`config.mk`:
```
export PLATFORM = sky130hd
export DESIGN_NAME = yblock_cfg_loader
export DESIGN_NICKNAME = d
export VERILOG_FILES = /design/src/rtl/yblock_pkg.sv /design/src/rtl/cfg_strobe_gen.sv /design/src/rtl/yblock_cfg_loader.sv
export SDC_FILE = /design/constraint.sdc
export NUM_CORES = 1
export LEC_CHECK = 0
export BUFFER_PORTS_ARGS = -buffer_cell sky130_fd_sc_hd__buf_2
export CAP_MARGIN = 40
export CELL_PAD_IN_SITES_DETAIL_PLACEMENT = 0
export CELL_PAD_IN_SITES_GLOBAL_PLACEMENT = 2
export CORE_AREA = 4 4 63 65
export DETAILED_ROUTE_END_ITERATION = 10
export DIE_AREA = 0 0 67 69
export PLACE_DENSITY_LB_ADDON = 0.1
export SYNTH_ARGS = -nofsm -noshare
export SYNTH_HDL_FRONTEND = slang
export SYNTH_SLANG_ARGS = --single-unit
export TNS_END_PERCENT = 20
```
`constraint.sdc`:
```
create_clock -name clk -period 3.95 [get_ports clk]
set_input_delay 0.5925 -clock clk [delete_from_list [all_inputs] [get_ports clk]]
set_output_delay 0.5925 -clock clk [all_outputs]
set_load 0.005 [all_outputs]
```
`src/rtl/yblock_pkg.sv`:
```
// Shared definitions for the yellow-cell block family: configuration-loader
// FSM encoding, default cell depth, and the two-bit signal value constants.
package yblock_pkg;

    // Configuration bits held by each cell unless a design overrides it.
    localparam int BITSPERCELL_DEF = 3;

    // Two-bit signal values used across the block family.
    localparam logic [1:0] VEMPTY = 2'b00;
    localparam logic [1:0] V0     = 2'b01;
    localparam logic [1:0] V1     = 2'b10;

    // Loader FSM states.
    typedef enum logic [2:0] {
        S_IDLE   = 3'd0,
        S_LOAD   = 3'd1,
        S_SETUP  = 3'd2,
        S_STROBE = 3'd3,
        S_HOLD   = 3'd4,
        S_DONE   = 3'd5
    } cfg_state_e;

    // A session is in progress in every state except IDLE and DONE.
    function automatic logic is_busy(input cfg_state_e s);
        return (s == S_LOAD) || (s == S_SETUP) || (s == S_STROBE) || (s == S_HOLD);
    endfunction

endpackage

```
`src/rtl/cfg_strobe_gen.sv`:
```
// Strobe timer: after a one-cycle go (issued in SETUP) drives a registered
// confclk high for strobe_len cycles and flags the last high cycle so the
// loader can move into HOLD. abort drops confclk on the next cycle.
module cfg_strobe_gen
    import yblock_pkg::*;
(
    input  logic       clk,
    input  logic       reset,
    input  logic       go,
    input  logic       abort,
    input  logic [3:0] strobe_len,
    output logic       confclk,
    output logic       hold_pulse
);

    logic       confclk_q, confclk_d;
    logic [3:0] cnt_q, cnt_d;

    // Last high cycle of the strobe: HOLD follows.
    assign hold_pulse = confclk_q && (cnt_q == strobe_len);
    assign confclk    = confclk_q;

    // Next strobe level and high-cycle count.
    always_comb begin
        // NOTE: every variable gets a default before any branch so no path
        // leaves it unassigned, which would otherwise infer a latch.
        confclk_d = confclk_q;
        cnt_d     = cnt_q;
        if (abort) begin
            confclk_d = 1'b0;
            cnt_d     = 4'd0;
        end else if (go) begin
            confclk_d = 1'b1;
            cnt_d     = 4'd1;
        end else if (confclk_q) begin
            if (cnt_q == strobe_len) begin
                confclk_d = 1'b0;
                cnt_d     = 4'd0;
            end else begin
                cnt_d = cnt_q + 4'd1;
            end
        end
    end

    // Strobe registers; confclk comes straight from a flop so it cannot glitch.
    always_ff @(posedge clk) begin
        // NOTE: sequential state uses non-blocking assignments so every flop
        // samples the pre-edge values regardless of statement order.
        if (reset) begin
            confclk_q <= 1'b0;
            cnt_q     <= 4'd0;
        end else begin
            confclk_q <= confclk_d;
            cnt_q     <= cnt_d;
        end
    end

endmodule

```
`src/rtl/yblock_cfg_loader.sv`:
```
// Configuration front-end for a yellow-cell block: takes column-parallel
// words over valid/ready, presents each on cbitout, strobes confclk with one
// cycle of setup and hold, and reports done after BLOCKHEIGHT*BITSPERCELL
// words. Optional readback of the block's chain output is enabled by
// defining YBLOCK_CFG_READBACK_EN.
module yblock_cfg_loader
    import yblock_pkg::*;
#(
    parameter int BLOCKWIDTH    = 8,
    parameter int BLOCKHEIGHT   = 8,
    parameter int BITSPERCELL   = BITSPERCELL_DEF,
    parameter int STROBE_CYCLES = 1
) (
    input  logic                  clk,
    input  logic                  reset,
    input  logic                  start,
    input  logic [BLOCKWIDTH-1:0] wdata,
    input  logic                  wvalid,
    output logic                  wready,
    output logic                  busy,
    output logic                  done,
    output logic                  blk_reset,
    output logic                  confclk,
    output logic [BLOCKWIDTH-1:0] cbitout,
    input  logic [BLOCKWIDTH-1:0] cbitret
`ifdef YBLOCK_CFG_READBACK_EN
    ,
    output logic [BLOCKWIDTH-1:0] rdata,
    output logic                  rvalid
`endif
);

    localparam int              TOTAL      = BLOCKHEIGHT * BITSPERCELL;
    localparam int              CW         = $clog2(TOTAL + 1);
    localparam logic [CW-1:0]   TOTAL_C    = CW'(TOTAL);
    localparam logic [3:0]      STROBE_LEN = 4'(STROBE_CYCLES);

    cfg_state_e            state_q, state_d;
    logic [CW-1:0]         cnt_q, cnt_d;
    logic [BLOCKWIDTH-1:0] cbit_q, cbit_d;
    logic                  blk_reset_q, blk_reset_d;
    logic                  go;
    logic                  hold_pulse;

    cfg_strobe_gen u_strobe_gen (
        .clk        (clk),
        .reset      (reset),
        .go         (go),
        .abort      (start),
        .strobe_len (STROBE_LEN),
        .confclk    (confclk),
        .hold_pulse (hold_pulse)
    );

    assign busy      = is_busy(state_q);
    assign done      = (state_q == S_DONE);
    assign blk_reset = blk_reset_q;
    assign cbitout   = cbit_q;

    // Session sequencing; a start in any state restarts from LOAD with the
    // word counter cleared, discarding whatever partial chain was shifted.
    always_comb begin
        state_d = state_q;
        cnt_d   = cnt_q;
        cbit_d  = cbit_q;
        wready  = 1'b0;
        go      = 1'b0;
        case (state_q)
            S_LOAD: begin
                // A restart takes priority, so no word is taken alongside it.
                wready = !start;
                if (wvalid && !start) begin
                    cbit_d  = wdata;
                    state_d = S_SETUP;
                end
            end
            S_SETUP: begin
                go      = !start;
                state_d = S_STROBE;
            end
            S_STROBE: begin
                if (hold_pulse) begin
                    state_d = S_HOLD;
                end
            end
            S_HOLD: begin
                cnt_d   = cnt_q + CW'(1);
                state_d = (cnt_d == TOTAL_C) ? S_DONE : S_LOAD;
            end
            S_IDLE, S_DONE: begin
            end
            default: state_d = S_IDLE;
        endcase
        if (start) begin
            state_d = S_LOAD;
            cnt_d   = '0;
        end
        blk_reset_d = is_busy(state_d);
    end

    // State, counter, presented word and block reset registers.
    always_ff @(posedge clk) begin
        if (reset) begin
            state_q     <= S_IDLE;
            cnt_q       <= '0;
            // NOTE: the cbitout data register is reset as well, because it
            // drives the block directly and must not present X after reset.
            cbit_q      <= '0;
            blk_reset_q <= 1'b0;
        end else begin
            state_q     <= state_d;
            cnt_q       <= cnt_d;
            cbit_q      <= cbit_d;
            blk_reset_q <= blk_reset_d;
        end
    end

`ifdef YBLOCK_CFG_READBACK_EN
    logic [BLOCKWIDTH-1:0] rdata_q, rdata_d;
    logic                  rvalid_q, rvalid_d;

    assign rdata  = rdata_q;
    assign rvalid = rvalid_q;

    // Capture the bit shifted out of each column chain during HOLD.
    always_comb begin
        rdata_d  = rdata_q;
        rvalid_d = 1'b0;
        if ((state_q == S_HOLD) && !start) begin
            rdata_d  = cbitret;
            rvalid_d = 1'b1;
        end
    end

    // Readback registers.
    always_ff @(posedge clk) begin
        if (reset) begin
            rdata_q  <= '0;
            rvalid_q <= 1'b0;
        end else begin
            rdata_q  <= rdata_d;
            rvalid_q <= rvalid_d;
        end
    end
`else
    logic unused_cbitret;
    assign unused_cbitret = ^cbitret;
`endif

endmodule

```
==> impl_metrics.csv <==
group,metric,value,unit
run_status,status,"finished clean",
power_and_ir_drop,power_leakage,0.5518,nW
die,placeableCoreArea,0.003337,sq mm
yosys,syn_inst,112,
route,avgRoutedWirePerCell,10.63,um
worst_setup_path,worst_path_max_delay_cell,"dfxtp_1",
yosys,syn_nets,134,
route,post_drt_via_cell_ratio,4.400,
clock_network,clkSinkCount,22,
timing,achievable-frequency,528.4,MHz
die,floorplan.rows,21,
clock_network,cts_tree,"yes",
worst_setup_path,worstPathCellList,"nor4b_4, buf_2",
clock_network,htree_levels,1,
yosys,synth-seq-cells,22,
layout,final_layout_size_suffix_gt1_frac,0.2537,
clock_network,post-cts-setup-buffers,0,
worst_setup_path,cp.required,3.36,ns
timing,final-max-slew-violation-count,0,
global_route,wire_length_of_the_first_global_routing_pass,3.401,mm
yosys,synth-seq-area-share,0.4251,
timing,timing.clock.skew,0.004555,ns
placement,gp_congestion,0.6932,
timing,rsz0062_at_grt,"no",
route,postRouteWirelength,1.914,mm
timing,setup_total_negative_slack,0,ns
worst_setup_path,endpoint_class_of_the_critical_path,"output pin",
route,drt-initial-drc-count,20,
route,vias,792,
die,io_pins,33,
layout,antenna_cells,0,
min_path,hold_path_class,"reg2reg",
worst_setup_path,critPathMaxStageDelay,0.51,ns
global_route,grt.overflow.total,0,
clock_network,ctsLongestPathBuffers,2,
die,starting_density_of_the_core,0.3105,
timing,fin_crit,1.892,ns
yosys,synth_area,0.001036,sq mm
global_route,largest_net_degree_at_the_start_of_global_routing,12,
global_route,grt_use_total,0.09320,
timing,slew_headroom,0.7406,
yosys,synth_cell_types,31,
global_route,initial_antenna_violation_count,0,
die,dieHeight,69,um
route,final_antenna_net_count,0,
yosys,yosysTopAreaCellShare,0.4251,
worst_setup_path,path_delay_family,"flip-flops",
yosys,post_synth_main_area_contributors,"dfxtp_1, mux2i_1, nor2_1",
route,drt-pass1-iter-count,4,
die,die_x,67,um
timing,fin_crit_sh,0.4791,
placement,dp.final_hpwl,1.468,mm
run,maxcap_viol_count,0,
clock_network,latest_clock_arrival_within_the_worst_skew_pair,0.29,ns
layout,finalNetCount,158,
worst_setup_path,critPathBufInv,1,
global_route,grt_pass1_vias,749,
clock_network,cts_buffers,3,
timing,tightestPinTransition,0.3886,ns
die,area_enclosed_by_the_die_boundary,0.004623,sq mm
power_and_ir_drop,p_per_area,292.9,mW/mm^2
worst_setup_path,data_arrival_time_at_the_worst_slack_endpoint,1.30,ns
worst_setup_path,worstPathMaxFanout,9,
timing,setup_viol,0,
layout,area_growth_syn_to_layout,16.91,%
power_and_ir_drop,totalPowerFinal,0.0003548,W
layout,fin_area,0.001211,sq mm
clock_network,cts.clk_slew.worst_paths,0.11,ns
clock_network,post_cts_hold_buffer_count,0,
clock_network,ctsResizeCount,0,
worst_setup_path,criticalPathCategory,"reg2out",
layout,fillerInstances,360,
placement,detailed_place.area,0.001189,sq mm
worst_setup_path,worst_setup_path_start_kind,"flop",
clock_network,ctsRootBufferMaster,"clkbuf_4",
power_and_ir_drop,ir_drop,0.1854,mV
yosys,yosys_synthesis_warning_count,0,
timing,timing_hold_violations_final,0,
placement,port_buffers,24,
yosys,yosysTopAreaCell,"dfxtp_1",
route,drc,0,
yosys,synth_area_per_cell,9.250,sq um
==> power breakdown <==
part / leakage [nW] / internal, W / switching (W)
combinational: 0.360 / 0.0000148 / 0.0000146
sequential: 0.178 / 0.000226 / 0.00000360
clock: 0.0138 / 0.0000355 / 0.0000606
==> cell usage in the layout, fill, tap and decap left out <==
master,instances
or2_2,1
o211a_1,1
nor3_2,1
nand4_1,2
a21oi_1,4
buf_2,24
clkbuf_4,3
and3_1,2
and4_1,1
mux2i_1,9
o32ai_1,1
ha_1,2
nor2b_1,1
nor2_2,1
a41oi_1,1
nand2_4,1
dfxtp_1,22
nor3_1,1
inv_1,3
xnor2_1,4
nor4_1,1
a221oi_2,1
nor2_1,23
o22ai_1,3
xor2_1,4
nand2_1,7
nand3_1,2
and2_1,1
nor4b_4,2
nand2b_1,5
==> worst register-to-register path, delay by kind of cell (launching register included) <==
| family | cells | cell delay [ns] |
|---|---|---|
| simple gates | 3 | 0.56 |
| flops | 1 | 0.37 |
| compound gates | 2 | 0.35 |
| fa+ha+maj | 1 | 0.25 |
==> routing by layer <==
layer  routed length [um]  track usage
met5                    0            0
met4                   13      0.02027
met3                  141      0.04383
met2                  784       0.1310
met1                  974       0.1287
==> per-stage QoR <==
| step | worst slack (ns) | instances | hold slack, ns | utilization |
|---|---|---|---|---|
| 2_1_floorplan | 2.419 | 112 | 0.4884 | - |
| 3_3_place_gp | 2.167 | 177 | 0.4715 | 0.3562 |
| 3_5_place_dp | 2.157 | 177 | 0.4852 | 0.3562 |
| 4_1_cts | 2.024 | 180 | 0.5068 | 0.3630 |
| 5_1_grt | 1.948 | 180 | 0.5133 | 0.3630 |
| 6_report | 2.058 | 180 | 0.5008 | 0.3630 |
==> cell type report <==
class                   count  area (sq um)  share of cell area
clock buffers               3         22.52             0.01860
well taps                  46         57.56             0.04752
flip-flops and latches     22         440.4              0.3636
inverters                   3         11.26            0.009298
multi-input cells          82         559.3              0.4618
repair buffers             24         120.1             0.09917
==> synthesized netlist by cell type <==
| library cell | instances |
|---|---|
| a221oi_2 | 1 |
| dfxtp_1 | 22 |
| and2_1 | 1 |
| ha_1 | 2 |
| or2_2 | 1 |
| a21oi_1 | 4 |
| mux2i_1 | 9 |
| buf_2 | 2 |
| nor2_1 | 23 |
| inv_1 | 3 |
| a41oi_1 | 1 |
| nand3_1 | 2 |
| buf_4 | 1 |
| nand2_4 | 1 |
| o32ai_1 | 1 |
| xor2_1 | 4 |
| nand2_1 | 7 |
| nor4b_4 | 2 |
| nand2b_1 | 5 |
| clkbuf_1 | 2 |
| xnor2_1 | 4 |
| and4_1 | 1 |
| nand4_1 | 2 |
| nor3_1 | 1 |
| and3_1 | 2 |
| nor3_2 | 1 |
| nor2_2 | 1 |
| o22ai_1 | 3 |
| nor2b_1 | 1 |
| nor4_1 | 1 |
| o211a_1 | 1 |
==> sequential cells by signal (all words and copies together), names as in the netlist <==
name	flops
blk_reset	1
u_strobe_gen.confclk	1
state_q	3
u_strobe_gen.cnt_q	4
cbitout	8
cnt_q	5
==> kinds of logic after synthesis <==
group	count (synthesis)	synth area share
and+or+nand+nor	52	0.2826
xor gates and xnor gates	8	0.06763
buffers and inverters	8	0.03503
DFF	22	0.4251
muxes	9	0.08696
AOI/OAI and AO/OA	11	0.07850
adders and majority gates	2	0.02415
==> path summary, 6_finish.rpt <==
| kind | start | end | slack, ns | cells past startpoint |
|---|---|---|---|---|
| worst max-delay path | state_q[0]$_SDFF_PP0_ | wready | 2.06 | 2 |
| worst min register to register | cbitout[1]$_SDFFE_PP0P_ | cbitout[1]$_SDFFE_PP0P_ | 0.50 | 2 |
| worst max register to register | cnt_q[0]$_SDFFE_PP0P_ | blk_reset$_SDFF_PP0_ | 2.31 | 6 |
| worst min-delay path | cbitout[1]$_SDFFE_PP0P_ | cbitout[1]$_SDFFE_PP0P_ | 0.50 | 2 |
No activity file was read; power rests on OpenSTA's default activity.
